**src/rtl/uart_tx.sv**
```systemverilog
// UART transmitter: start bit, LSB-first data, optional even/odd parity, one stop bit.
// Every bit is held for PRESCALE clocks; o_tx and o_busy come straight from flops.
module uart_tx #(
   parameter int PRESCALE   = 8,
   parameter int BYTE_WIDTH = 8
) (
   input  logic                  i_clk,
   input  logic                  i_rst_n,
   input  logic [BYTE_WIDTH-1:0] i_data,
   input  logic                  i_data_valid,
   input  logic                  i_parity_enable,
   input  logic                  i_parity_type,
   output logic                  o_tx,
   output logic                  o_busy
);

   localparam int CNT_W = (PRESCALE > 1) ? $clog2(PRESCALE) : 1;
   localparam int BIT_W = (BYTE_WIDTH > 1) ? $clog2(BYTE_WIDTH) : 1;
   localparam logic [CNT_W-1:0] EDGE_LAST = CNT_W'(PRESCALE - 1);
   localparam logic [BIT_W-1:0] BIT_LAST  = BIT_W'(BYTE_WIDTH - 1);

   typedef enum logic [2:0] {
      IDLE   = 3'd0,
      START  = 3'd1,
      DATA   = 3'd2,
      PARITY = 3'd3,
      STOP   = 3'd4
   } state_t;

   state_t                r_state,    w_state_nxt;
   logic [CNT_W-1:0]      r_edge_cnt, w_edge_cnt_nxt;
   logic [BIT_W-1:0]      r_bit_cnt,  w_bit_cnt_nxt;
   logic [BYTE_WIDTH-1:0] r_shift,    w_shift_nxt;
   logic                  r_par_en,   w_par_en_nxt;
   logic                  r_parity,   w_parity_nxt;
   logic                  r_tx,       w_tx_nxt;
   logic                  r_busy,     w_busy_nxt;
   logic                  w_bit_end;

   assign w_bit_end = (r_edge_cnt == EDGE_LAST);

   always_ff @(posedge i_clk or negedge i_rst_n) begin
      if (!i_rst_n) begin
         r_state    <= IDLE;
         r_edge_cnt <= '0;
         r_bit_cnt  <= '0;
         r_shift    <= '0;
         r_par_en   <= 1'b0;
         r_parity   <= 1'b0;
         r_tx       <= 1'b1;
         r_busy     <= 1'b0;
      end else begin
         r_state    <= w_state_nxt;
         r_edge_cnt <= w_edge_cnt_nxt;
         r_bit_cnt  <= w_bit_cnt_nxt;
         r_shift    <= w_shift_nxt;
         r_par_en   <= w_par_en_nxt;
         r_parity   <= w_parity_nxt;
         r_tx       <= w_tx_nxt;
         r_busy     <= w_busy_nxt;
      end
   end

   always_comb begin
      w_state_nxt    = r_state;
      w_edge_cnt_nxt = '0;
      w_bit_cnt_nxt  = r_bit_cnt;
      w_shift_nxt    = r_shift;
      w_par_en_nxt   = r_par_en;
      w_parity_nxt   = r_parity;
      w_tx_nxt       = r_tx;
      w_busy_nxt     = r_busy;

      // The edge counter free-runs within a bit and wraps on the bit boundary.
      if (r_state != IDLE && !w_bit_end)
         w_edge_cnt_nxt = r_edge_cnt + 1'b1;

      case (r_state)
         IDLE: begin
            w_tx_nxt   = 1'b1;
            w_busy_nxt = 1'b0;
            if (i_data_valid) begin
               w_state_nxt   = START;
               w_shift_nxt   = i_data;
               w_par_en_nxt  = i_parity_enable;
               w_parity_nxt  = (^i_data) ^ i_parity_type;
               w_bit_cnt_nxt = '0;
               w_tx_nxt      = 1'b0;
               w_busy_nxt    = 1'b1;
            end
         end
         START: begin
            if (w_bit_end) begin
               w_state_nxt   = DATA;
               w_tx_nxt      = r_shift[0];
               w_shift_nxt   = r_shift >> 1;
               w_bit_cnt_nxt = '0;
            end
         end
         DATA: begin
            if (w_bit_end) begin
               if (r_bit_cnt == BIT_LAST) begin
                  w_state_nxt = r_par_en ? PARITY : STOP;
                  w_tx_nxt    = r_par_en ? r_parity : 1'b1;
               end else begin
                  w_bit_cnt_nxt = r_bit_cnt + 1'b1;
                  w_tx_nxt      = r_shift[0];
                  w_shift_nxt   = r_shift >> 1;
               end
            end
         end
         PARITY: begin
            if (w_bit_end) begin
               w_state_nxt = STOP;
               w_tx_nxt    = 1'b1;
            end
         end
         STOP: begin
            if (w_bit_end) begin
               w_state_nxt = IDLE;
               w_tx_nxt    = 1'b1;
               w_busy_nxt  = 1'b0;
            end
         end
         default: begin
            w_state_nxt    = IDLE;
            w_edge_cnt_nxt = '0;
            w_bit_cnt_nxt  = '0;
            w_tx_nxt       = 1'b1;
            w_busy_nxt     = 1'b0;
         end
      endcase
   end

   assign o_tx   = r_tx;
   assign o_busy = r_busy;

endmodule

```
**config.mk**
```make
export PLATFORM = sky130hd
export DESIGN_NAME = uart_tx
export DESIGN_NICKNAME = d
export VERILOG_FILES = /design/src/rtl/uart_tx.sv
export SDC_FILE = /design/constraint.sdc
export NUM_CORES = 1
export LEC_CHECK = 0
export ABC_CLOCK_PERIOD_IN_PS = 4700
export BUFFER_PORTS_ARGS = -buffer_cell sky130_fd_sc_hd__buf_2
export CELL_PAD_IN_SITES_DETAIL_PLACEMENT = 2
export CELL_PAD_IN_SITES_GLOBAL_PLACEMENT = 2
export CORE_MARGIN = 4
export CORE_UTILIZATION = 39
export CTS_CLUSTER_SIZE = 20
export DETAILED_ROUTE_END_ITERATION = 8
export HOLD_SLACK_MARGIN = 0.06
export PLACE_DENSITY_LB_ADDON = 0.1
export SYNTH_ARGS = -nofsm -noshare
export SYNTH_HDL_FRONTEND = slang
export SYNTH_SLANG_ARGS = --single-unit
```
**constraint.sdc**
```tcl
create_clock -name i_clk -period 4.7 [get_ports i_clk]
set_input_delay 0.94 -clock i_clk [delete_from_list [all_inputs] [get_ports i_clk]]
set_output_delay 0.94 -clock i_clk [all_outputs]
set_load 0.02 [all_outputs]
```
* Word-level counts from Yosys, hierarchy flattened
Index checks and enable logic that the tools add are counted.
Operators by class: multiplexer cells 29, bitwise logic cells 3, add/sub/neg operators 2, reduce and logical (&&, ||, !) cells 15, equal/unequal tests 14
Operators by type and width (count):
- 3-bit two-way mux | 12
- 8-bit two-way mux | 4
- 8-bit one-hot mux with 3 select lines | 1
- 3-bit one-hot mux with 5 select lines | 1
- 2-bit inequality test, second input constant | 7
- 3-bit one-hot mux with 4 select lines | 1
- 5-bit AND reduction | 2
- 3-bit == test, second input constant | 3
- 1-bit two-way mux | 8
- 8-bit XOR reduction | 1
- 3-bit by 1-bit adder with 3-bit output, second input constant | 2
- 3-bit by 2-bit == test with 1-bit output, second input constant | 2
- 6-bit AND reduction | 1
- 3-bit nonzero test | 2
- 5-bit OR reduction | 1
- 1-bit one-hot mux with 4 select lines | 1
- 2-bit AND reduction | 2
- 3-bit by 1-bit == test with 1-bit output, second input constant | 1
- 3-bit logical NOT | 1
- 1-bit one-hot mux with 3 select lines | 1
- 3-bit AND reduction | 1
- 3-bit OR reduction | 1
- 2-bit by 1-bit inequality test with 1-bit output, second input constant | 1
- 1-bit inverter | 2
- other kinds (4) | 4
Storage, ports and cells: word-level logic and storage cells 71, register bits after elaboration 21, output and inout bits 2, input port bits 13

* Depth between registers and ports, before layout
depth in word-level cells 5, mapped depth 8, mapped depth without buffers 6

* Worst setup path after synthesis
Ideal clock, no wire load.
kind input -> register, start point input i_data[3], end point register r_parity, setup slack 2.730 ns, setup time 0.125 ns, cell stages on the path 4, data arrival time 1.845 ns, path buffers 0, required time 4.575 ns, path through xnor2_1 -> xnor3_1 -> xnor2_1 -> mux2_2
Between the ends: word-level cells in the longest chain between the ends 2
Ends and longest elaborated chain:
- start, declared | RTL line 9 | input logic [BYTE_WIDTH-1:0] i_data,
- 8-bit XOR reduction | RTL line 86 | w_parity_nxt = (^i_data) ^ i_parity_type;
- 1-bit XOR | RTL line 86
- end signal, assigned | RTL line 58 | r_parity <= w_parity_nxt;
- end, declared | RTL line 35 | logic r_parity, w_parity_nxt;
Every way passes these cells. A chain may end at the register's enable or synchronous reset.

* Worst setup path in the final report
start point register r_edge_cnt[0], end point register r_bit_cnt[2]
Between the ends: word-level cells in the longest chain between the ends 3, elaborated cells on any way between the ends 4, classes of those cells eq/ne (3); reduce/logical (1)
Ends and longest elaborated chain:
- start, declared | RTL line 31 | logic [CNT_W-1:0] r_edge_cnt, w_edge_cnt_nxt;
- start signal, assigned | RTL line 54 | r_edge_cnt <= w_edge_cnt_nxt;
- 3-bit == test (*) | RTL line 40 | assign w_bit_end = (r_edge_cnt == EDGE_LAST);
- 2-bit inequality test (no line)
- 5-bit AND reduction (no line) (*)
- end signal, assigned | RTL line 55 | r_bit_cnt <= w_bit_cnt_nxt;
- end, declared | RTL line 32 | logic [BIT_W-1:0] r_bit_cnt, w_bit_cnt_nxt;
Every way passes the cells marked *; elsewhere a longest branch is shown, timed or not.

==> impl_metrics.csv <==
group,metric,value,unit
outcome,status,"finished clean",
clock_network,cts.repair_timing.setup_buffer_count,0,
routing,routed.top_layer,"met4",
synthesis,synth_enable_flop_cells,0,
synthesis,post-synth-top-area-fraction,41.2,%
floorplanning,placementRows,20,
synthesis,netlist-cell-type-count,37,
timing,timing.fmax,499,MHz
place,dpl.hpwl,1.99,mm
grt,grt_max_degree,22,
timing,timing.hold.ws,466,ps
timing,final-setup-viol-count,0,
clock_network,tritoncts,"done",
clock_network,htree_levels,1,
place,placedInstanceArea,0.00130,mm²
layout,drive_gt1_share,22.8,%
timing,worst_slew_margin_rel,63.4,%
synthesis,synth.largest_area_cell,"sky130_fd_sc_hd__dfrtp_1",
synthesis,combinational_family_with_the_most_area_after_synthesis,"simple AND/OR/NAND/NOR gates",
clock_network,numClockSinks,21,
floorplanning,num_io_pins,15,
worst_setup_path,critical_path_endpoint_category,"flop",
clock_network,tritoncts.num_buffers,3,
clock_network,clk_pin_slew,120,ps
pwr,static-leakage-power,0.626,nW
worst_setup_path,crit_arrival,2200,ps
grt,global_route_wire_length_before_repair,4.70,mm
synthesis,synth.area.top_cells,"sky130_fd_sc_hd__dfrtp_1 41%, sky130_fd_sc_hd__mux2i_1 5.8%, sky130_fd_sc_hd__mux2_2 4.6%",
grt,initial_antenna_violation_count,0,
min_path,hold_class,"flop to flop",
synthesis,synth_cells,115,
grt,grt_pass1_vias,988,
synthesis,synthesis.yosys.warnings,0,
floorplanning,fp.coreArea,0.00303,mm²
timing,count_of_final_max_slew_check_failures,0,
worst_setup_path,critPathLaunchType,"flop",
routing,first_pass_iters,4,
routing,initial_drc_count,16,
pwr,power_per_cell_area,231,mW/mm²
worst_setup_path,crit_path_max_fanout,10,
routing,post_drt_via_cell_ratio,5.16,
routing,route.final.wire_length,2.72,mm
timing,timing.final.crit_share,42.7,%
layout,final_nets,145,
clock_network,clk_path_buf_depth,2,
routing,route.met2.wl,1.40,mm
run,cap_viol_max_count,0,
synthesis,post_synth.cell_area_avg,10.6,µm²
timing,timing_worst_slew_pin_value,549,ps
synthesis,simple_gate_share_of_the_synthesized_area,17.3,%
synthesis,synth-compound-area-share,13.4,%
synthesis,synth-main-ff-cell,"sky130_fd_sc_hd__dfrtp_1",
pwr,worst_vdd_ir,0.0716,mV
place,port-buffer-count,14,
clock_network,post_cts_hold_buffer_count,0,
timing,setup_total_negative_slack,0,ps
timing,rsz0062_at_grt,"false",
timing,fin_worst_skew,3.66,ps
clock_network,clk_root_buffer_cell,"sky130_fd_sc_hd__clkbuf_4",
floorplanning,die_area,0.00408,mm²
routing,wl_met1,1.23,mm
timing,timing_hold_violations_final,0,
synthesis,synthesis.nets,132,
synthesis,yosys.area_share.adder,4.12,%
grt,grt_usage,14.8,%
synthesis,synth_common_cells,"20 x sky130_fd_sc_hd__dfrtp_1, 11 x sky130_fd_sc_hd__nor2_1, 7 x sky130_fd_sc_hd__mux2i_1",
synthesis,async_reset_ff_share,100,%
routing,vias,883,
synthesis,synthMuxAreaShare,10.4,%
timing,final.min_clock_period,2000,ps
synthesis,synth-seq-area-share,43.3,%
worst_setup_path,cp_required,4900,ps
layout,area_growth_from_synthesis_to_layout,9.05,%
floorplanning,start_util,40.2,%
layout,antenna-diode-count,0,
synthesis,yosys.cell_count.top_type,"sky130_fd_sc_hd__dfrtp_1",
synthesis,yosys.area_share.xor_xnor,6.89,%
routing,met3_wirelength,66,µm
routing,drt_drc_violations_left,0,
synthesis,flip_flop_and_latch_count_after_synthesis,21,
floorplanning,die_w,63.8,µm
place,place.gp.congestion,0.757,
synthesis,synth.cell_area,0.00122,mm²
floorplanning,floorplan.die.height,63.8,µm
grt,global_route.overflow_total,0,
layout,post_layout_instance_area,0.00133,mm²
clock_network,cts_resized,0,
routing,route.detailed.wl_per_inst,15.9,µm
routing,drt.antenna.violating_nets,0,
clock_network,clock_insertion_delay_worst_skew,300,ps
worst_setup_path,timing_worst_setup_path_type,"flop to flop",
## worst max-delay path, stage by stage, from the launching register on
cell and delay, ps:
sky130_fd_sc_hd__dfrtp_1 410, sky130_fd_sc_hd__ha_1 200, sky130_fd_sc_hd__ha_1 310, sky130_fd_sc_hd__nand2_1 120, sky130_fd_sc_hd__o22ai_1 100, sky130_fd_sc_hd__a221oi_2 380
sky130_fd_sc_hd__mux2_2 380
## placed cells by master, fill, tap and decap left out, drive strengths merged
cell type / n
a21oi: 8
a21o: 1
a211oi: 1
xnor2: 6
nand2: 4
a31oi: 2
nor2: 12
o21ai: 6
o22ai: 2
nor3: 3
dfstp: 1
mux2: 5
clkbuf: 4
nand4: 1
ha: 4
xor2: 1
nand2b: 2
xnor3: 1
and2: 2
mux2i: 7
a221oi: 1
inv: 4
nor3b: 1
or3b: 1
nor2b: 4
o211ai: 1
nor4: 1
o21a: 1
nand4bb: 1
dfrtp: 20
buf: 14
and3: 2
nand3b: 3
## report_power, final
| part | switching, mW | internal, mW | leakage (nW) |
|---|---|---|---|
| Clock | 0.0548 | 0.0330 | 0.0150 |
| Sequential | 0.00215 | 0.185 | 0.256 |
| Combinational | 0.0142 | 0.0165 | 0.355 |
| Total | 0.0712 | 0.235 | 0.626 |
## layout make-up
cell class,count,area [µm²]
flip-flops and latches,21,527
repair buffers,14,70.1
well taps,44,55.1
fillers,332,1700
multi-input cells,84,633
inverters,4,15.0
clock buffers,4,26.3
## path summary, 6_finish.rpt
| check | to | slack, ps | from | cells after the start |
|---|---|---|---|---|
| max | r_bit_cnt[2] | 2700 | r_edge_cnt[0] | 6 |
| min | r_edge_cnt[0] | 470 | r_edge_cnt[0] | 1 |
| max reg2reg | r_bit_cnt[2] | 2700 | r_edge_cnt[0] | 6 |
| min reg2reg | r_edge_cnt[0] | 470 | r_edge_cnt[0] | 1 |
| max in group asynchronous | o_tx | 3780 | i_rst_n | 1 |
| min in group asynchronous | r_edge_cnt[2] | 580 | i_rst_n | 1 |
## metal layers
layer | track usage [%] | vias up
li1 | - | 425
met1 | 17.7 | 446
met2 | 25.9 | 10
met3 | 3.16 | 2
met4 | 4.85 | 0
met5 | 0 | -
## logic make-up (layout without fill, tap and decap cells)
kind of cell	after synthesis	count (layout)
buf+inv	10	22
flops	21	21
compound gates	23	23
simple gates	37	37
fa+ha+maj	4	4
xor+xnor	8	8
mux	12	12
## registers in the layout, indices dropped and copies added (netlist names)
register and flops:
r_par_en 1, o_tx 1, o_busy 1, r_state 3
r_shift 8, r_edge_cnt 3, r_parity 1, r_bit_cnt 3
## through the flow
| step | worst slack [ps] | cells | total power [mW] | utilization (%) |
|---|---|---|---|---|
| after global routing | 2520 | 171 | 0.329 | 43.8 |
| after CTS | 2670 | 171 | 0.314 | 43.8 |
| final | 2700 | 171 | 0.306 | 43.8 |
| after global placement | 2530 | 167 | 0.221 | 42.9 |
| after floorplan | 2730 | 115 | 0.208 | - |
| after detailed placement | 2430 | 167 | 0.222 | 42.9 |
(Power assumes the default switching activity.)
